===== src/rtl/mem_arb_pkg.sv =====
// Shared types and constants for the memory port arbiter.
//   state_t : arbiter FSM states (IDLE, RD_WAIT)
//   owner_t : requester encoding (OWN_CORE, OWN_LOADER)
//   MEM_LAT_MAX : largest supported memory read latency
package mem_arb_pkg;

    typedef enum logic {
        IDLE    = 1'b0,
        RD_WAIT = 1'b1
    } state_t;

    typedef enum logic {
        OWN_CORE   = 1'b0,
        OWN_LOADER = 1'b1
    } owner_t;

    localparam int MEM_LAT_MAX = 4;

endpackage


===== src/rtl/arb_rr_pick.sv =====
// Combinational two-way picker for the memory port arbiter.
// Configuration macro: ARB_FIXED_PRIO_EN
//   undefined : on a tie the requester that did not win last time is picked
//   defined   : on a tie the core always wins; i_last_owner is ignored
// Ports:
//   i_req        [1:0] request vector, bit 0 = core, bit 1 = loader
//   i_last_owner       winner of the previous access
//   o_gnt        [1:0] one-hot pick (all zero when no request)
module arb_rr_pick
    import mem_arb_pkg::*;
(
    input  logic [1:0] i_req,
    input  owner_t     i_last_owner,
    output logic [1:0] o_gnt
);

`ifdef ARB_FIXED_PRIO_EN
    logic w_unused_last_owner;
    assign w_unused_last_owner = i_last_owner;

    always_comb begin
        o_gnt    = 2'b00;
        o_gnt[0] = i_req[0];
        o_gnt[1] = i_req[1] & ~i_req[0];
    end
`else
    always_comb begin
        o_gnt = 2'b00;
        case (i_req)
            2'b01:   o_gnt = 2'b01;
            2'b10:   o_gnt = 2'b10;
            2'b11:   o_gnt = (i_last_owner == OWN_CORE) ? 2'b10 : 2'b01;
            default: o_gnt = 2'b00;
        endcase
    end
`endif

endmodule


===== src/rtl/mem_port_arbiter.sv =====
// Shares one unified instruction/data memory between the core and the program
// loader. One access is issued per grant; reads are tracked for a fixed memory
// latency and the owner's rvalid is strobed when m_rdata is valid.
// Optional tie-break mode selected by macro ARB_FIXED_PRIO_EN (see arb_rr_pick).
// Ports:
//   clk, reset                      rising-edge clock, synchronous active-high reset
//   c_req/c_we/c_addr/c_wdata       core request, held until c_gnt
//   c_gnt, c_rvalid                 core issue strobe, core read data valid
//   l_req/l_we/l_addr/l_wdata       loader request, held until l_gnt
//   l_gnt, l_rvalid                 loader issue strobe, loader read data valid
//   rdata                           read data (straight from m_rdata)
//   m_en/m_we/m_addr/m_wdata        memory access strobe and command
//   m_rdata                         memory read data
// MEM_LAT legal range is 1..MEM_LAT_MAX.
//
// state   | meaning
// IDLE    | free; a request present this cycle is issued combinationally
// RD_WAIT | read outstanding; r_cnt counts down, rvalid when it reaches 0
module mem_port_arbiter
    import mem_arb_pkg::*;
#(
    parameter int ADDR_W  = 32,
    parameter int DATA_W  = 32,
    parameter int MEM_LAT = 1
) (
    input  logic              clk,
    input  logic              reset,
    input  logic              c_req,
    input  logic              c_we,
    input  logic [ADDR_W-1:0] c_addr,
    input  logic [DATA_W-1:0] c_wdata,
    output logic              c_gnt,
    output logic              c_rvalid,
    input  logic              l_req,
    input  logic              l_we,
    input  logic [ADDR_W-1:0] l_addr,
    input  logic [DATA_W-1:0] l_wdata,
    output logic              l_gnt,
    output logic              l_rvalid,
    output logic [DATA_W-1:0] rdata,
    output logic              m_en,
    output logic              m_we,
    output logic [ADDR_W-1:0] m_addr,
    output logic [DATA_W-1:0] m_wdata,
    input  logic [DATA_W-1:0] m_rdata
);

    localparam int CNT_W = $clog2(MEM_LAT + 1);

    state_t           r_state;
    owner_t           r_owner;
    owner_t           r_last_owner;
    logic [CNT_W-1:0] r_cnt;

    logic [1:0] w_pick;
    owner_t     w_winner;
    logic       w_issue;
    logic       w_done;

    arb_rr_pick u_pick (
        .i_req        ({l_req, c_req}),
        .i_last_owner (r_last_owner),
        .o_gnt        (w_pick)
    );

    assign w_winner = w_pick[1] ? OWN_LOADER : OWN_CORE;
    // Outputs are forced low during reset, including an rvalid that would
    // otherwise be decoded from a read being aborted.
    assign w_issue  = !reset && (r_state == IDLE) && (c_req || l_req);
    assign w_done   = !reset && (r_state == RD_WAIT) && (r_cnt == '0);

    assign c_gnt    = w_issue && !w_pick[1];
    assign l_gnt    = w_issue &&  w_pick[1];
    assign m_en     = w_issue;
    assign m_we     = w_issue && ((w_winner == OWN_LOADER) ? l_we : c_we);
    assign m_addr   = !w_issue ? '0 : (w_winner == OWN_LOADER) ? l_addr  : c_addr;
    assign m_wdata  = !w_issue ? '0 : (w_winner == OWN_LOADER) ? l_wdata : c_wdata;

    assign c_rvalid = w_done && (r_owner == OWN_CORE);
    assign l_rvalid = w_done && (r_owner == OWN_LOADER);
    assign rdata    = m_rdata;

    always_ff @(posedge clk) begin
        if (reset) begin
            r_state      <= IDLE;
            r_cnt        <= '0;
            r_owner      <= OWN_CORE;
            r_last_owner <= OWN_LOADER;
        end else begin
            case (r_state)
                IDLE: begin
                    if (w_issue) begin
                        r_last_owner <= w_winner;
                        // Writes complete in the issue cycle; only reads wait.
                        if (!m_we) begin
                            r_state <= RD_WAIT;
                            r_owner <= w_winner;
                            r_cnt   <= CNT_W'(MEM_LAT - 1);
                        end
                    end
                end
                RD_WAIT: begin
                    if (r_cnt == '0) begin
                        r_state <= IDLE;
                    end else begin
                        r_cnt <= r_cnt - 1'b1;
                    end
                end
                default: r_state <= IDLE;
            endcase
        end
    end

endmodule


===== config.mk =====
export PLATFORM = sky130hd
export DESIGN_NAME = mem_port_arbiter
export DESIGN_NICKNAME = d
export VERILOG_FILES = /design/src/rtl/mem_arb_pkg.sv /design/src/rtl/arb_rr_pick.sv /design/src/rtl/mem_port_arbiter.sv
export SDC_FILE = /design/constraint.sdc
export NUM_CORES = 1
export LEC_CHECK = 0
export ABC_AREA = 0
export BUFFER_PORTS_ARGS = -buffer_cell sky130_fd_sc_hd__buf_4
export CAP_MARGIN = 15
export CORE_AREA = 2 2 103 105
export CTS_BUF_LIST = sky130_fd_sc_hd__clkbuf_4
export DETAILED_ROUTE_END_ITERATION = 10
export DIE_AREA = 0 0 105 107
export SLEW_MARGIN = 20
export SYNTH_ARGS = -nofsm -noshare
export SYNTH_HDL_FRONTEND = slang
export SYNTH_SLANG_ARGS = --single-unit

===== constraint.sdc =====
create_clock -name clk -period 2.95 [get_ports clk]
set_input_delay 0.1475 -clock clk [delete_from_list [all_inputs] [get_ports clk]]
set_output_delay 0.1475 -clock clk [all_outputs]
set_load 0.01 [all_outputs]

==> flow_summary.json, run 1 <==
{
  "clk_path_buf_depth": 2,
  "synth_ff_type": "dfxtp_1",
  "syn_to_final_growth_pct": 126,
  "hold_buffers": 0,
  "final_cells": 429,
  "synth.most_common_cell": "a22o_1",
  "h-tree-depth": 1,
  "nets": 460,
  "clockRootBuffer": "clkbuf_4",
  "cp_slowest_cell": "and3_4",
  "diodes": 0,
  "cp_cell_sequence": "nor2_1 -> and3_4 -> a22o_1 -> buf_4",
  "synth.avg_cell_area_um2": 8.39,
  "synth_area_um2": 1100,
  "numCtsBuffers": 3,
  "use_met1": 0.0915,
  "clk_pin_slew_ns": 0.03,
  "synthCells": 131,
  "grt_max_degree": 66,
  "grt_overflow_total": 0,
  "postRouteAntennaNets": 0,
  "vias_per_cell": 4.01,
  "drive_above_1_share": 0.720,
  "fp-row-count": 37,
  "place_inst": 425,
  "ys_ff_latch": 3,
  "io_buffers": 203,
  "grt_pass1_wl_um": 7900,
  "crit_fanout": 65,
  "async_reset_ff_frac": 0,
  "ios": 268,
  "drv_slew": 0,
  "gr-max-usage-layer": "met2",
  "num_vias": 1719,
  "met2_usage": 0.152,
  "synth_area_leader_cell": "a22o_1",
  "die_h_um": 107,
  "cts_setup_buffers": 0,
  "status": "finished clean",
  "drc": 0,
  "wl_per_cell_um": 12.6,
  "yosysSeqAreaShare": 0.0547,
  "finish.utilization": 0.246,
  "synth_warnings": 0,
  "die_w_um": 105,
  "skew_ns": 0.00329,
  "grt_antenna_before_repair": 0,
  "die-area_um2": 11200,
  "path_class": "flop to output port",
  "worst_slew_pin_slew_ns": 0.732,
  "synth_top_area_share": 0.510,
  "totalWireLength_um": 5410,
  "syn_nets": 297,
  "fmax_mhz": 505,
  "worstSetupStartpointType": "flop",
  "initial_core_util": 0.109,
  "cts-resized-gates": 0,
  "use_met3": 0.0292,
  "worstPathRequired_ns": 2.80,
  "fin_crit_sh": 0.671,
  "cp.arrival_ns": 1.83,
  "layout_min_cycle_time_ns": 1.98,
  "dp_hpwl_um": 4430,
  "ys_top_cells_by_count": "a22o_1, buf_4, buf_6",
  "max_slew_margin": 0.512,
  "hold_violations": 0,
  "leakage_nw": 1.33,
  "synth.distinct_cells": 17,
  "clock-sinks": 3,
  "tns_ns": 0,
  "place.gp.congestion": 0.652,
  "grt_usage": 0.0832,
  "hp-class": "input port to flop",
  "setup_viol_count_final": 0,
  "drv_cap": 0,
  "cpPeakStageDelay_ns": 0.65,
  "core-area_um2": 10100,
  "synth.area.top_cells": "a22o_1, buf_4, buf_6, dfxtp_1, buf_2",
  "power_density_nw_per_um2": 207,
  "synth-edff-count": 0,
  "dr.pass1.iters": 4,
  "grt_pass1_vias": 1663,
  "first_iter_violations": 88,
  "peakVddDrop_uv": 218,
  "clkLatencyLatePin_ns": 0.23,
  "endpoint_kind": "output port",
  "rsz0062_at_grt": "false",
  "tritoncts": "built"
}
[report_power, final]
part | total (mW) | switching, mW | internal [mW]
Clock | 0.0804 | 0.0206 | 0.0598
Sequential | 0.0464 | 0.00228 | 0.0441
Combinational | 0.387 | 0.144 | 0.243
Total | 0.514 | 0.167 | 0.347
[cell usage in the layout, fill, tap and decap left out]
cell type and instances:
buf_4 203, a22o_1 64, clkbuf_4 4, nor2_1 3
inv_1 3, dfxtp_1 3, nand2b_1 2, nor3b_1 2
o21ai_0 1, and3_4 1, a21boi_2 1, and2_2 1
mux2i_1 1, nor2b_1 1, o32ai_1 1, a211o_1 1
buf_12 1
[final timing paths]
path | cells after the start | startpoint | slack, ns | end
worst max-delay path | 4 | r_state$_SDFF_PP0_ | 0.97 | m_wdata[6]
worst min-delay path | 2 | l_we | 0.11 | r_owner$_SDFFE_PP0P_
worst max register to register | 4 | r_state$_SDFF_PP0_ | 1.64 | r_owner$_SDFFE_PP0P_
worst min register to register | 2 | r_owner$_SDFFE_PP0P_ | 0.50 | r_owner$_SDFFE_PP0P_
[logic make-up after synthesis]
kind of cell           count (synthesis)  share of synthesized area
buffers and inverters                 49                      0.338
DFF                                    3                     0.0547
muxes                                  1                    0.00911
and+or+nand+nor                       10                     0.0569
AOI/OAI and AO/OA                     68                      0.541
[per-stage QoR]
stage,power (mW),setup slack [ns],cell area (um^2),hold slack (ns)
6_report,0.514,0.970,2480,0.113
3_3_place_gp,0.432,1.23,2450,0.295
3_5_place_dp,0.435,1.20,2450,0.295
2_1_floorplan,0.242,1.66,1100,0.242
5_1_grt,0.551,0.797,2480,0.101
4_1_cts,0.520,0.946,2480,0.0994
[critical path, delay by kind of cell (launching register included)]
kind            cells  cell delay, ns
simple gates        2            0.81
buf+inv             1            0.14
flops               1            0.32
compound gates      1            0.30
[flip-flops by register name, summed over array words and instances, names as in the netlist]
name	flops
r_last_owner	1
r_owner	1
r_state	1
[routing by layer]
metal | vias up | part of all wire
li1 | 808 | -
met3 | 8 | 0.11
met1 | 784 | 0.37
met4 | 0 | 0.0050
met5 | - | 0
met2 | 119 | 0.51
[cell type report]
class	instances	area, um^2
fillers	1082	7610
multi-input cells	79	668
clock buffers	4	30.0
repair buffers	204	1540
well taps	136	170
inverters	3	11.3
flip-flops and latches	3	60.1
Power figures use the tool's default switching activity.
==> run 2, diff against run 1 <==
==> constraint.sdc (replaced) <==
create_clock -name clk -period 1.6 [get_ports clk]
set_input_delay 0.08 -clock clk [delete_from_list [all_inputs] [get_ports clk]]
set_output_delay 0.08 -clock clk [all_outputs]
set_load 0.01 [all_outputs]
==> run 2 against run 1 <==
Wire length grew 21%; via count grew 4.2%; sequential share of layout area shrank 0.15 points; non-clock buffer count grew 12; critical path depth grew 1; flip-flop and latch count is the same; cell area grew 11%; critical endpoint unchanged; largest cell class unchanged.
==> flow_summary.json, run 2 (synthesized netlist as in run 1, its figures left out) <==
{
  "status": "finished clean",
  "wl_per_cell_um": 14.8,
  "cp_cell_sequence": "nand2b_4 -> and3_4 -> buf_12 -> a22o_1 -> buf_4",
  "layout_min_cycle_time_ns": 1.56,
  "fin_crit_sh": 0.977,
  "r2r_end": "r_owner$_SDFFE_PP0P_",
  "cp_top_family": "simple AND/OR/NAND/NOR gates",
  "grt_pass1_vias": 1602,
  "clk_path_buf_depth": 2,
  "max_slew_margin": 0.790,
  "layout_commonest_cell": "buf_4",
  "cp_slowest_cell": "dfxtp_2",
  "core-area_um2": 10100,
  "totalWireLength_um": 6560,
  "fp-row-count": 37,
  "startpoint": "r_last_owner$_SDFFE_PP1P_",
  "initial_core_util": 0.109,
  "worstPathRequired_ns": 1.52,
  "hold_end": "r_owner$_SDFFE_PP0P_",
  "vias_per_cell": 4.05,
  "peakVddDrop_uv": 445,
  "grt_pass1_wl_um": 7740,
  "fmax_mhz": 640,
  "worst_slew_pin_slew_ns": 0.312,
  "grt_antenna_before_repair": 0,
  "path_class": "flop to output port",
  "syn_to_final_growth_pct": 151,
  "postRouteAntennaNets": 0,
  "clock-sinks": 3,
  "crit_fanout": 7,
  "hold_violations": 0,
  "dp_hpwl_um": 4440,
  "num_vias": 1791,
  "reg.largest.list": "r_last_owner x1, r_owner x1, r_state x1",
  "setup_viol_count_final": 0,
  "grt_usage": 0.0815,
  "die_w_um": 105,
  "die-area_um2": 11200,
  "drv_slew": 0,
  "die_h_um": 107,
  "power_density_nw_per_um2": 384,
  "skew_ns": 0.00329,
  "fill_cells": 1077,
  "r2r_start": "r_last_owner$_SDFFE_PP1P_",
  "reg2reg_slack_ns": 0.47,
  "diodes": 0,
  "cp.arrival_ns": 1.48,
  "critPathBufInv": 2,
  "dr.pass1.iters": 4,
  "rsz0062_at_grt": "true",
  "place.gp.congestion": 0.683,
  "min_path_cells": 2,
  "fin_ws_ns": 0.0370,
  "tns_ns": 0,
  "tritoncts": "built",
  "hold_buffers": 0,
  "numCtsBuffers": 3,
  "clockRootBuffer": "clkbuf_4",
  "clkLatencyLatePin_ns": 0.23,
  "endpoint_kind": "output port",
  "pre_cts_ws_ns": 0.110,
  "clk_pin_slew_ns": 0.04,
  "drc": 0,
  "drive_above_1_share": 0.748,
  "grt_max_degree": 40,
  "hp-class": "input port to flop",
  "r2r_cells": 4,
  "hp-start": "l_we",
  "ios": 268,
  "layout_common_cells": "buf_4, a22o_1, buf_6",
  "io_buffers": 203,
  "nets": 473,
  "drv_cap": 0,
  "grt_overflow_total": 0,
  "cpPeakStageDelay_ns": 0.32,
  "leakage_nw": 1.46,
  "h-tree-depth": 1,
  "first_iter_violations": 71,
  "worstSetupStartpointType": "flop"
}
==> run 2: changes by cell type in the layout (fill, tap and decap cells not counted), moves of 2 or more <==
cell / before / now
buf_12: 1 / 4
buf_4: 203 / 199
buf_6: 0 / 9
clkbuf_16: 0 / 4
dfxtp_1: 3 / 1
dfxtp_2: 0 / 2
==> run 2: metrics by stage <==
step | power (mW) | instances | hold slack, ns | instance area [um^2] | utilization
global placement | 0.813 | 428 | 0.160 | 2500 | 0.248
global route | 1.12 | 442 | 0.0403 | 2750 | 0.273
floorplan | 0.445 | 131 | 0.174 | 1100 | -
detailed placement | 0.817 | 428 | 0.160 | 2500 | 0.248
finish | 1.06 | 442 | 0.0466 | 2750 | 0.273
CTS | 0.979 | 432 | 0.0400 | 2540 | 0.252
==> run 2: report_power, final <==
group	leakage (nW)	total, mW	internal (mW)	switching [mW]
Combinational	1.41	0.818	0.519	0.299
Sequential	0.0249	0.0880	0.0822	0.00581
Clock	0.0184	0.152	0.110	0.0412
==> run 2: layout make-up <==
type,count,area (um^2),share of cell area
Timing Repair Buffer,216,1780,0.645
Sequential cell,3,62.6,0.0227
Clock buffer,4,30.0,0.0109
Multi-Input combinational cell,80,703,0.255
Tap cell,136,170,0.0618
Inverter,3,11.3,0.00409
==> run 2: what timing repair did <==
item,4_1_cts,5_1_grt
gates cloned,0,9
endpoints found under the setup margin,39,64
pin swaps,0,32
setup buffers,0,1
gates resized for setup,3,12
==> run 2: routing by layer <==
metal / up-vias / routed length (um) / track usage
met1: 817 / 2570 / 0.0941
met3: 6 / 698 / 0.0334
met4: 0 / 13 / 0.00857
met2: 129 / 3280 / 0.146
li1: 839 / - / -
met5: - / 0 / 0
==> run 2: worst max-delay path by stage <==
stage,slack [ns],cells after the start,end
after floorplan,0.38,5,m_addr[0]
after global placement,0.13,5,m_wdata[28]
after detailed placement,0.11,5,m_addr[14]
after CTS,0.01,5,m_wdata[2]
after global routing,-0.03,5,m_wdata[17]
final,0.04,5,m_wdata[6]
